--- src/rtl/step_ctrl_if.sv ---
// Command channel between the debug/host side and the step controller.
interface step_ctrl_if #(
  parameter int CNT_W = 32
);
  logic             cmd_valid;
  logic             cmd_ready;
  logic [1:0]       cmd_op;
  logic [CNT_W-1:0] cmd_count;

  modport master (output cmd_valid, output cmd_op, output cmd_count, input cmd_ready);
  modport slave  (input cmd_valid, input cmd_op, input cmd_count, output cmd_ready);
endinterface

--- src/rtl/step_ctrl.sv ---
// Clock-enable sequencer: free-run or step the SoC for N base cycles,
// with per-channel programmable enable dividers and an active-cycle counter.
//
// state   | meaning
// IDLE(0) | no enables, counters and phases hold
// RUN(1)  | active every cycle until HALT/STEP/CLEAR
// STEP(2) | active for 'remaining' cycles, then IDLE with a done pulse
module step_ctrl #(
  parameter int NUM_CH = 2,
  parameter int DIV_W  = 4,
  parameter int CNT_W  = 32
) (
  input  logic                    clk,
  input  logic                    rst_n,
  step_ctrl_if.slave              cmd,
  input  logic [NUM_CH*DIV_W-1:0] div,
  output logic [NUM_CH-1:0]       ce,
  output logic                    busy,
  output logic                    done,
  output logic [CNT_W-1:0]        cycle_cnt,
  output logic [1:0]              state
);

  localparam logic [1:0] ST_IDLE  = 2'd0;
  localparam logic [1:0] ST_RUN   = 2'd1;
  localparam logic [1:0] ST_STEP  = 2'd2;

  localparam logic [1:0] OP_HALT  = 2'd0;
  localparam logic [1:0] OP_RUN   = 2'd1;
  localparam logic [1:0] OP_STEP  = 2'd2;
  localparam logic [1:0] OP_CLEAR = 2'd3;

  logic [1:0]                   state_q, state_d;
  logic [CNT_W-1:0]             rem_q, rem_d;
  logic [CNT_W-1:0]             cnt_q, cnt_d;
  logic                         done_q, done_d;
  logic [NUM_CH-1:0][DIV_W-1:0] phase_q, phase_d;
  logic                         active;
  logic                         clear;

  // The controller never back-pressures; it is ready whenever out of reset.
  assign cmd.cmd_ready = rst_n;

  assign active    = (state_q == ST_RUN) || (state_q == ST_STEP);
  assign clear     = cmd.cmd_valid && (cmd.cmd_op == OP_CLEAR);
  assign busy      = active;
  assign done      = done_q;
  assign cycle_cnt = cnt_q;
  assign state     = state_q;

  // Per-channel enables straight from the phase registers, gated by activity.
  always_comb begin
    ce = '0;
    for (int i = 0; i < NUM_CH; i++) begin
      ce[i] = active && (phase_q[i] == '0);
    end
  end

  // Phase dividers: advance on active cycles; >= also catches a divisor that
  // was lowered below the current phase, wrapping it on the next active cycle.
  always_comb begin
    phase_d = phase_q;
    for (int i = 0; i < NUM_CH; i++) begin
      if (clear) begin
        phase_d[i] = '0;
      end else if (active) begin
        if (phase_q[i] >= div[i*DIV_W +: DIV_W]) begin
          phase_d[i] = '0;
        end else begin
          phase_d[i] = phase_q[i] + DIV_W'(1);
        end
      end
    end
  end

  // Next-state: natural step completion first, then any accepted command
  // overrides it (so a command in the last step cycle suppresses done).
  always_comb begin
    state_d = state_q;
    rem_d   = rem_q;
    done_d  = 1'b0;
    cnt_d   = active ? cnt_q + CNT_W'(1) : cnt_q;

    if (state_q == ST_STEP) begin
      rem_d = rem_q - CNT_W'(1);
      if (rem_q == CNT_W'(1)) begin
        state_d = ST_IDLE;
        done_d  = 1'b1;
      end
    end

    if (cmd.cmd_valid) begin
      done_d = 1'b0;
      case (cmd.cmd_op)
        OP_HALT: state_d = ST_IDLE;
        OP_RUN:  state_d = ST_RUN;
        OP_STEP: begin
          if (cmd.cmd_count == '0) begin
            state_d = ST_IDLE;
            rem_d   = '0;
            done_d  = 1'b1;
          end else begin
            state_d = ST_STEP;
            rem_d   = cmd.cmd_count;
          end
        end
        OP_CLEAR: begin
          state_d = ST_IDLE;
          rem_d   = '0;
          cnt_d   = '0;
        end
      endcase
    end
  end

  // State, counters and phases register.
  always_ff @(posedge clk or negedge rst_n) begin
    if (!rst_n) begin
      state_q <= ST_IDLE;
      rem_q   <= '0;
      cnt_q   <= '0;
      done_q  <= 1'b0;
      phase_q <= '0;
    end else begin
      state_q <= state_d;
      rem_q   <= rem_d;
      cnt_q   <= cnt_d;
      done_q  <= done_d;
      phase_q <= phase_d;
    end
  end

endmodule

--- src/flat_wrapper.sv ---
// flat-port wrapper written by rule: the top's interface ports become plain ports
module step_ctrl_flat 
#(
  parameter int NUM_CH = 2,
  parameter int DIV_W  = 4,
  parameter int CNT_W  = 32
)
  (clk, rst_n, div, ce, busy, done, cycle_cnt, state, cmd_cmd_valid, cmd_cmd_op, cmd_cmd_count, cmd_cmd_ready);
  step_ctrl_if #(.CNT_W(CNT_W)) cmd_i ();
  input  logic clk;
  input  logic rst_n;
  input  logic [NUM_CH*DIV_W-1:0] div;
  output logic [NUM_CH-1:0] ce;
  output logic busy;
  output logic done;
  output logic [CNT_W-1:0] cycle_cnt;
  output logic [1:0] state;
  input wire logic [$bits(cmd_i.cmd_valid)-1:0] cmd_cmd_valid;
  input wire logic [$bits(cmd_i.cmd_op)-1:0] cmd_cmd_op;
  input wire logic [$bits(cmd_i.cmd_count)-1:0] cmd_cmd_count;
  output wire logic [$bits(cmd_i.cmd_ready)-1:0] cmd_cmd_ready;
  assign cmd_i.cmd_valid = cmd_cmd_valid;
  assign cmd_i.cmd_op = cmd_cmd_op;
  assign cmd_i.cmd_count = cmd_cmd_count;
  assign cmd_cmd_ready = cmd_i.cmd_ready;
  step_ctrl #(.NUM_CH(NUM_CH), .DIV_W(DIV_W), .CNT_W(CNT_W)) u_core (.clk(clk), .rst_n(rst_n), .cmd(cmd_i), .div(div), .ce(ce), .busy(busy), .done(done), .cycle_cnt(cycle_cnt), .state(state));
endmodule
--- config.mk ---
export PLATFORM = sky130hd
export DESIGN_NAME = step_ctrl_flat
export DESIGN_NICKNAME = d
export VERILOG_FILES = /design/src/rtl/step_ctrl_if.sv /design/src/rtl/step_ctrl.sv /design/src/flat_wrapper.sv
export SDC_FILE = /design/constraint.sdc
export NUM_CORES = 1
export LEC_CHECK = 0
export CAP_MARGIN = 20
export CORE_MARGIN = 4
export CORE_UTILIZATION = 50
export CTS_CLUSTER_DIAMETER = 80
export DETAILED_ROUTE_END_ITERATION = 10
export DONT_BUFFER_PORTS = 1
export PLACE_DENSITY_LB_ADDON = 0.05
export SYNTH_ARGS = -nofsm -noshare
export SYNTH_HDL_FRONTEND = slang
export SYNTH_SLANG_ARGS = --single-unit
--- constraint.sdc ---
create_clock -name clk -period 2.85 [get_ports clk]
set_input_delay 0 -clock clk [delete_from_list [all_inputs] [get_ports clk]]
set_output_delay 0 -clock clk [all_outputs]
set_load 0.1 [all_outputs]
==> results.json, run 1 <==
{
  "outcome": "finished, final reports clean",
  "ys_async_sr_fraction_pct": 100,
  "syn_area_um2": 4270,
  "fin_cells": 627,
  "finalNetCount": 578,
  "routed_via_density": 5.73,
  "cp_cell_sequence": "or4_4 > or4_4 > nor4_2 > or3_2 > o31ai_1 > dlygate4sd3_1",
  "worst_pin_slew_ns": 0.907,
  "dp_hpwl_um": 7380,
  "p_sw_w": 0.00126,
  "numPortBuffers": 0,
  "design.die.area_um2": 10100,
  "fp.dieH_um": 100,
  "grt_max_degree": 76,
  "swShare_pct": 37.2,
  "synth_top_area_share_pct": 43.9,
  "max_stage_delay_ns": 0.57,
  "reg2reg_to": "u_core.state[0]",
  "wl_met2_um": 5060,
  "wl_met1_um": 5020,
  "wl_per_cell_um": 17.5,
  "dp_cells": 569,
  "cts_tree": "done",
  "finalPower_w": 0.00340,
  "r2r-start": "u_core.rem_q[26]",
  "boundaryPins": 84,
  "fill_cells": 705,
  "grt.total_usage_pct": 22.7,
  "path_buf_inv": 1,
  "overflow": 0,
  "hold_path_class": "input pin to output pin",
  "timing.final.crit_share_pct": 93.7,
  "startpoint": "u_core.rem_q[26]",
  "pwr-share-seq_pct": 41.0,
  "antenna_found_initial": 0,
  "cp_max_fo": 4,
  "clock_sinks": 75,
  "startpoint_type": "flip-flop",
  "core_um2": 8260,
  "rows": 33,
  "drive_above_1_share_pct": 14.4,
  "first_pass_iters": 4,
  "powerDensity_nw_per_um2": 637,
  "ys_types": 46,
  "pwr-share-comb_pct": 31.5,
  "syn_nets": 502,
  "cp_top_family": "simple AND/OR/NAND/NOR gates",
  "top_layer": "met4",
  "yosysMostFrequentCell": "dfrtp_1",
  "finClkSkew_ns": 0.0123,
  "power_frac_clock_pct": 27.5,
  "dpl_cell_area_um2": 4670,
  "synth_area_leaders": "dfrtp_1 (44%), a22o_1 (6.1%), xor2_1 (6.1%)",
  "rrSetupSlack_ns": 0.18,
  "grt_pass1_vias": 3653,
  "max_freq_mhz": 375,
  "ant_nets": 0,
  "clk_path_buf_depth": 2,
  "clockRootBuffer": "clkbuf_8",
  "seq_area_um2": 1880,
  "post-route-drc-count": 0,
  "critPathSlowestCell": "or4_4",
  "crit_end": "u_core.state[0]",
  "yosys-top-cells-count": "dfrtp_1 (75), nor2_1 (45), a22o_1 (30), xor2_1 (30), xnor2_1 (28)",
  "wl_um": 10900,
  "p_leak_nw": 2.47,
  "synthToLayoutAreaGrowth_pct": 25.0,
  "synth_edf_count": 0,
  "ys_warn_count": 0,
  "timing.max_slew.rel_slack_pct": 39.5,
  "syn_area_per_cell_um2": 9.69,
  "clock_latency_ns": 0.34,
  "yosysSeqAreaShare_pct": 43.9,
  "vdd_ir_drop_max_uv": 444,
  "cp_common_cell": "or4_4",
  "post-route-min-period_ns": 2.67,
  "start_util_pct": 51.7,
  "synth_top_area_cell": "dfrtp_1",
  "fin_hold_ws_ns": 0.00463,
  "antenna_cells": 0,
  "reg2regPathDepth": 6,
  "postCtsResizedCells": 0,
  "met3_length_um": 744,
  "post_cts_buffers": 0,
  "drv_cap": 0,
  "synth-main-ff-cell": "dfrtp_1",
  "setup_viol": 0,
  "place_congestion": 0.810,
  "initialDrtViolationCount": 135,
  "holdBufCountCts": 40,
  "setup-tns-final_ns": 0,
  "synth-seq-cells": 75,
  "numCtsBuffers": 9,
  "rsz0062_at_grt": "false",
  "multi_input_area_um2": 2260,
  "path_clk_slew_ns": 0.07,
  "cts-htree-levels": 3,
  "syn-instance-count": 441,
  "grt_pass1_wl_um": 18300,
  "hold_violations": 0,
  "design_area_um2": 5340,
  "worst-path-stages": 6,
  "critPathCaptureType": "flip-flop",
  "fp.dieW_um": 100,
  "cp.arrival_ns": 2.89,
  "criticalPathCategory": "flip-flop to flip-flop",
  "slew_violations": 0,
  "cp.required_ns": 3.07,
  "power.internal_w": 0.00214,
  "vias": 3592
}
-- final cells by class --
type / count / share of cell area (%)
tap: 105 / 2.46
clock buffer: 12 / 2.90
multi-input combinational: 321 / 42.3
inverter: 27 / 1.90
sequential: 75 / 35.1
clock inverter: 4 / 1.36
timing repair buffer: 83 / 14.0
-- state kept, by name, summed over array words and instances, names as in the netlist --
name and flops:
u_core.rem_q 32, u_core.done 1, u_core.phase_q 8, u_core.state 2, u_core.cycle_cnt 32
-- power groups by stage --
stage	sequential (W)	clock, W	combinational (W)
2_1_floorplan	0.00157	0	0.000588
3_3_place_gp	0.00141	0	0.000971
3_5_place_dp	0.00141	0	0.000995
4_1_cts	0.00139	0.000957	0.00107
5_1_grt	0.00142	0.00100	0.00117
6_report	0.00139	0.000936	0.00107
-- layer usage --
metal / track usage (%) / vias to the layer above
met5: 0 / -
met4: 6.74 / 0
met3: 4.93 / 10
met2: 34.7 / 102
met1: 32.6 / 1748
li1: - / 1732
-- cell families (layout without fill, tap and decap cells) --
kind of cell               Yosys count  count (layout)  synth area share [%]
and+or+nand+nor                    183             183                  24.7
muxes                                1               1                 0.234
DFF                                 75              75                  43.9
xor gates and xnor gates            58              58                  11.9
buffers and inverters               45             126                  4.07
adders and majority gates           16              16                  4.69
AOI/OAI and AO/OA                   63              63                  10.5
-- metrics by stage --
stage	setup slack, ns	utilization, %
5_1_grt	0.0965	64.7
3_5_place_dp	0.488	56.6
3_3_place_gp	0.571	56.6
2_1_floorplan	-0.505	-
6_report	0.180	64.7
4_1_cts	0.177	64.4
-- worst min path at each step --
stage,start,end,slack [ns],cells after the start
floorplan,rst_n,u_core.cycle_cnt[0],-0.30,0
global placement,rst_n,u_core.cycle_cnt[17],-0.29,0
detailed placement,rst_n,u_core.cycle_cnt[17],-0.29,0
CTS,rst_n,cmd_cmd_ready,0.004,0
global route,rst_n,cmd_cmd_ready,0.004,0
finish,rst_n,cmd_cmd_ready,0.005,0
-- layout by cell type (no fill, tap or decap), drive strengths merged, types with 10 or more instances in the layout --
| master | n |
|---|---|
| o21ai | 16 |
| or3 | 10 |
| a22o | 30 |
| nand2 | 23 |
| xor2 | 30 |
| buf | 43 |
| nand3 | 15 |
| xnor2 | 28 |
| dfrtp | 75 |
| nor4 | 31 |
| clkbuf | 12 |
| inv | 27 |
| ha | 16 |
| nor2 | 45 |
| nor3 | 19 |
| dlygate4sd3 | 40 |
(Power assumes the default switching activity.)
==> run 2: changes to the inputs <==
--- a/config.mk
+++ b/config.mk
@@ -8,6 +8,7 @@
 export CAP_MARGIN = 20
 export CORE_MARGIN = 4
 export CORE_UTILIZATION = 50
+export CTS_BUF_LIST = sky130_fd_sc_hd__clkbuf_4 sky130_fd_sc_hd__clkbuf_8
 export CTS_CLUSTER_DIAMETER = 80
 export DETAILED_ROUTE_END_ITERATION = 10
 export DONT_BUFFER_PORTS = 1
==> run 2 against run 1 <==
Combinational power barely moved. Clock skew rose by 0.0011 ns. Maximum frequency fell by 0.63%. Sequential power barely moved. First-iteration DRC count rose by 24%. Non-clock buffer count did not move. Via count fell by 0.64%. Critical path depth did not move. Clock power rose by 1%. Critical path type unchanged.
==> results.json, run 2 (synthesis results as in run 1) <==
{
  "outcome": "finished, final reports clean",
  "holdCritStartpoint": "rst_n",
  "vias": 3569,
  "clock_latency_ns": 0.34,
  "post-route-min-period_ns": 2.69,
  "timing.max_slew.rel_slack_pct": 39.6,
  "fill_cells": 710,
  "place_congestion": 0.810,
  "numPortBuffers": 0,
  "design_area_um2": 5350,
  "grt_max_degree": 76,
  "timing.final.crit_share_pct": 94.3,
  "worst_pin_slew_ns": 0.907,
  "routed_via_density": 5.69,
  "r2r-start": "u_core.rem_q[26]",
  "hold_violations": 0,
  "path_clk_slew_ns": 0.07,
  "place_ws_ns": 0.488,
  "fp.dieH_um": 100,
  "fp.dieW_um": 100,
  "cts-htree-levels": 3,
  "startpoint_type": "flip-flop",
  "setup_viol": 0,
  "slew_violations": 0,
  "final_common_cell": "dfrtp_1",
  "max_freq_mhz": 372,
  "finalCoreUtilization_pct": 64.7,
  "mostFrequentLayoutCells": "dfrtp_1 (75), nor2_1 (45), buf_4 (41), dlygate4sd3_1 (40)",
  "grt_pass1_vias": 3666,
  "p_leak_nw": 2.47,
  "overflow": 0,
  "synthToLayoutAreaGrowth_pct": 25.1,
  "cp.required_ns": 3.07,
  "design.die.area_um2": 10100,
  "boundaryPins": 84,
  "grt_pass1_wl_um": 18300,
  "grt.total_usage_pct": 22.7,
  "finalPower_w": 0.00342,
  "ant_nets": 0,
  "whs_path_depth": 0,
  "dpl_cell_area_um2": 4670,
  "antenna_found_initial": 0,
  "drive_above_1_share_pct": 14.6,
  "first_pass_iters": 7,
  "drv_cap": 0,
  "wl_per_cell_um": 17.4,
  "cp.arrival_ns": 2.91,
  "cp_max_fo": 4,
  "reg2regPathDepth": 6,
  "dp_hpwl_um": 7380,
  "numCtsBuffers": 9,
  "vdd_ir_drop_max_uv": 446,
  "reg2reg_to": "u_core.state[0]",
  "finalNetCount": 578,
  "postLayoutSetupSlackWorst_ns": 0.163,
  "core_um2": 8260,
  "wl_um": 10900,
  "cts_tree": "done",
  "min_to": "cmd_cmd_ready",
  "clock_sinks": 75,
  "rrSetupSlack_ns": 0.16,
  "post-route-drc-count": 0,
  "clockRootBuffer": "clkbuf_8",
  "rows": 33,
  "powerDensity_nw_per_um2": 639,
  "multi_input_area_um2": 2260,
  "clk_path_buf_depth": 2,
  "critPathCaptureType": "flip-flop",
  "postCtsResizedCells": 0,
  "antenna_cells": 0,
  "rsz0062_at_grt": "false",
  "start_util_pct": 51.7,
  "finClkSkew_ns": 0.0134,
  "hold_path_class": "input pin to output pin",
  "seq_area_um2": 1880,
  "initialDrtViolationCount": 167,
  "criticalPathCategory": "flip-flop to flip-flop"
}
[run 2: report_power, final]
group | switching, W | leakage [nW] | total (W) | internal, W
combinational | 0.000680 | 1.35 | 0.00107 | 0.000393
clock | 0.000399 | 0.116 | 0.000949 | 0.000550
sequential | 0.000193 | 1.00 | 0.00140 | 0.00120
total | 0.00127 | 2.47 | 0.00342 | 0.00215
[run 2: how the worst max path moves through the flow]
stage               cells after the start  slack (ns)        startpoint                    to
floorplan                               4       -0.50   u_core.state[0]                 ce[1]
global placement                        7        0.57   u_core.state[0]  u_core.cycle_cnt[31]
detailed placement                      8        0.49   u_core.state[0]  u_core.cycle_cnt[26]
CTS                                     6        0.18  u_core.rem_q[26]       u_core.state[0]
global route                            6        0.09  u_core.rem_q[26]       u_core.state[0]
finish                                  6        0.16  u_core.rem_q[26]       u_core.state[0]
[run 2: metal layers]
layer	vias up	wire, um	global-route usage, %
li1	1732	-	-
met1	1727	5050	32.5
met2	100	5020	34.8
met3	10	740	4.93
met4	0	127	6.74
met5	-	0	0
[run 2: final cells by class]
class / instances / share of cell area, %
Timing Repair Buffer: 83 / 14.0
Clock inverter: 4 / 1.36
Inverter: 27 / 1.90
Clock buffer: 12 / 2.97
Sequential cell: 75 / 35.1
Tap cell: 105 / 2.46
Multi-Input combinational cell: 321 / 42.2
[run 2: worst max-delay path: stages, from the launching register on]
cell	delay [ns]
dfrtp_1	0.42
or4_4	0.57
or4_4	0.45
nor4_2	0.34
or3_2	0.19
o31ai_1	0.05
dlygate4sd3_1	0.55
[run 2: what timing repair did]
action | CTS | global route
hold endpoints to repair | 110 | 3
hold buffers | 40 | 1
endpoints found under the setup margin | 0 | 0
setup buffers | 0 | 0
[run 2: metrics by stage]
stage / hold WS [ns] / TNS [ns] / instances
final: 0.00484 / 0 / 627
after global routing: 0.00384 / 0 / 627
after CTS: 0.00413 / 0 / 625
after detailed placement: -0.293 / 0 / 569
after global placement: -0.293 / 0 / 569
after floorplan: -0.296 / -0.990 / 441
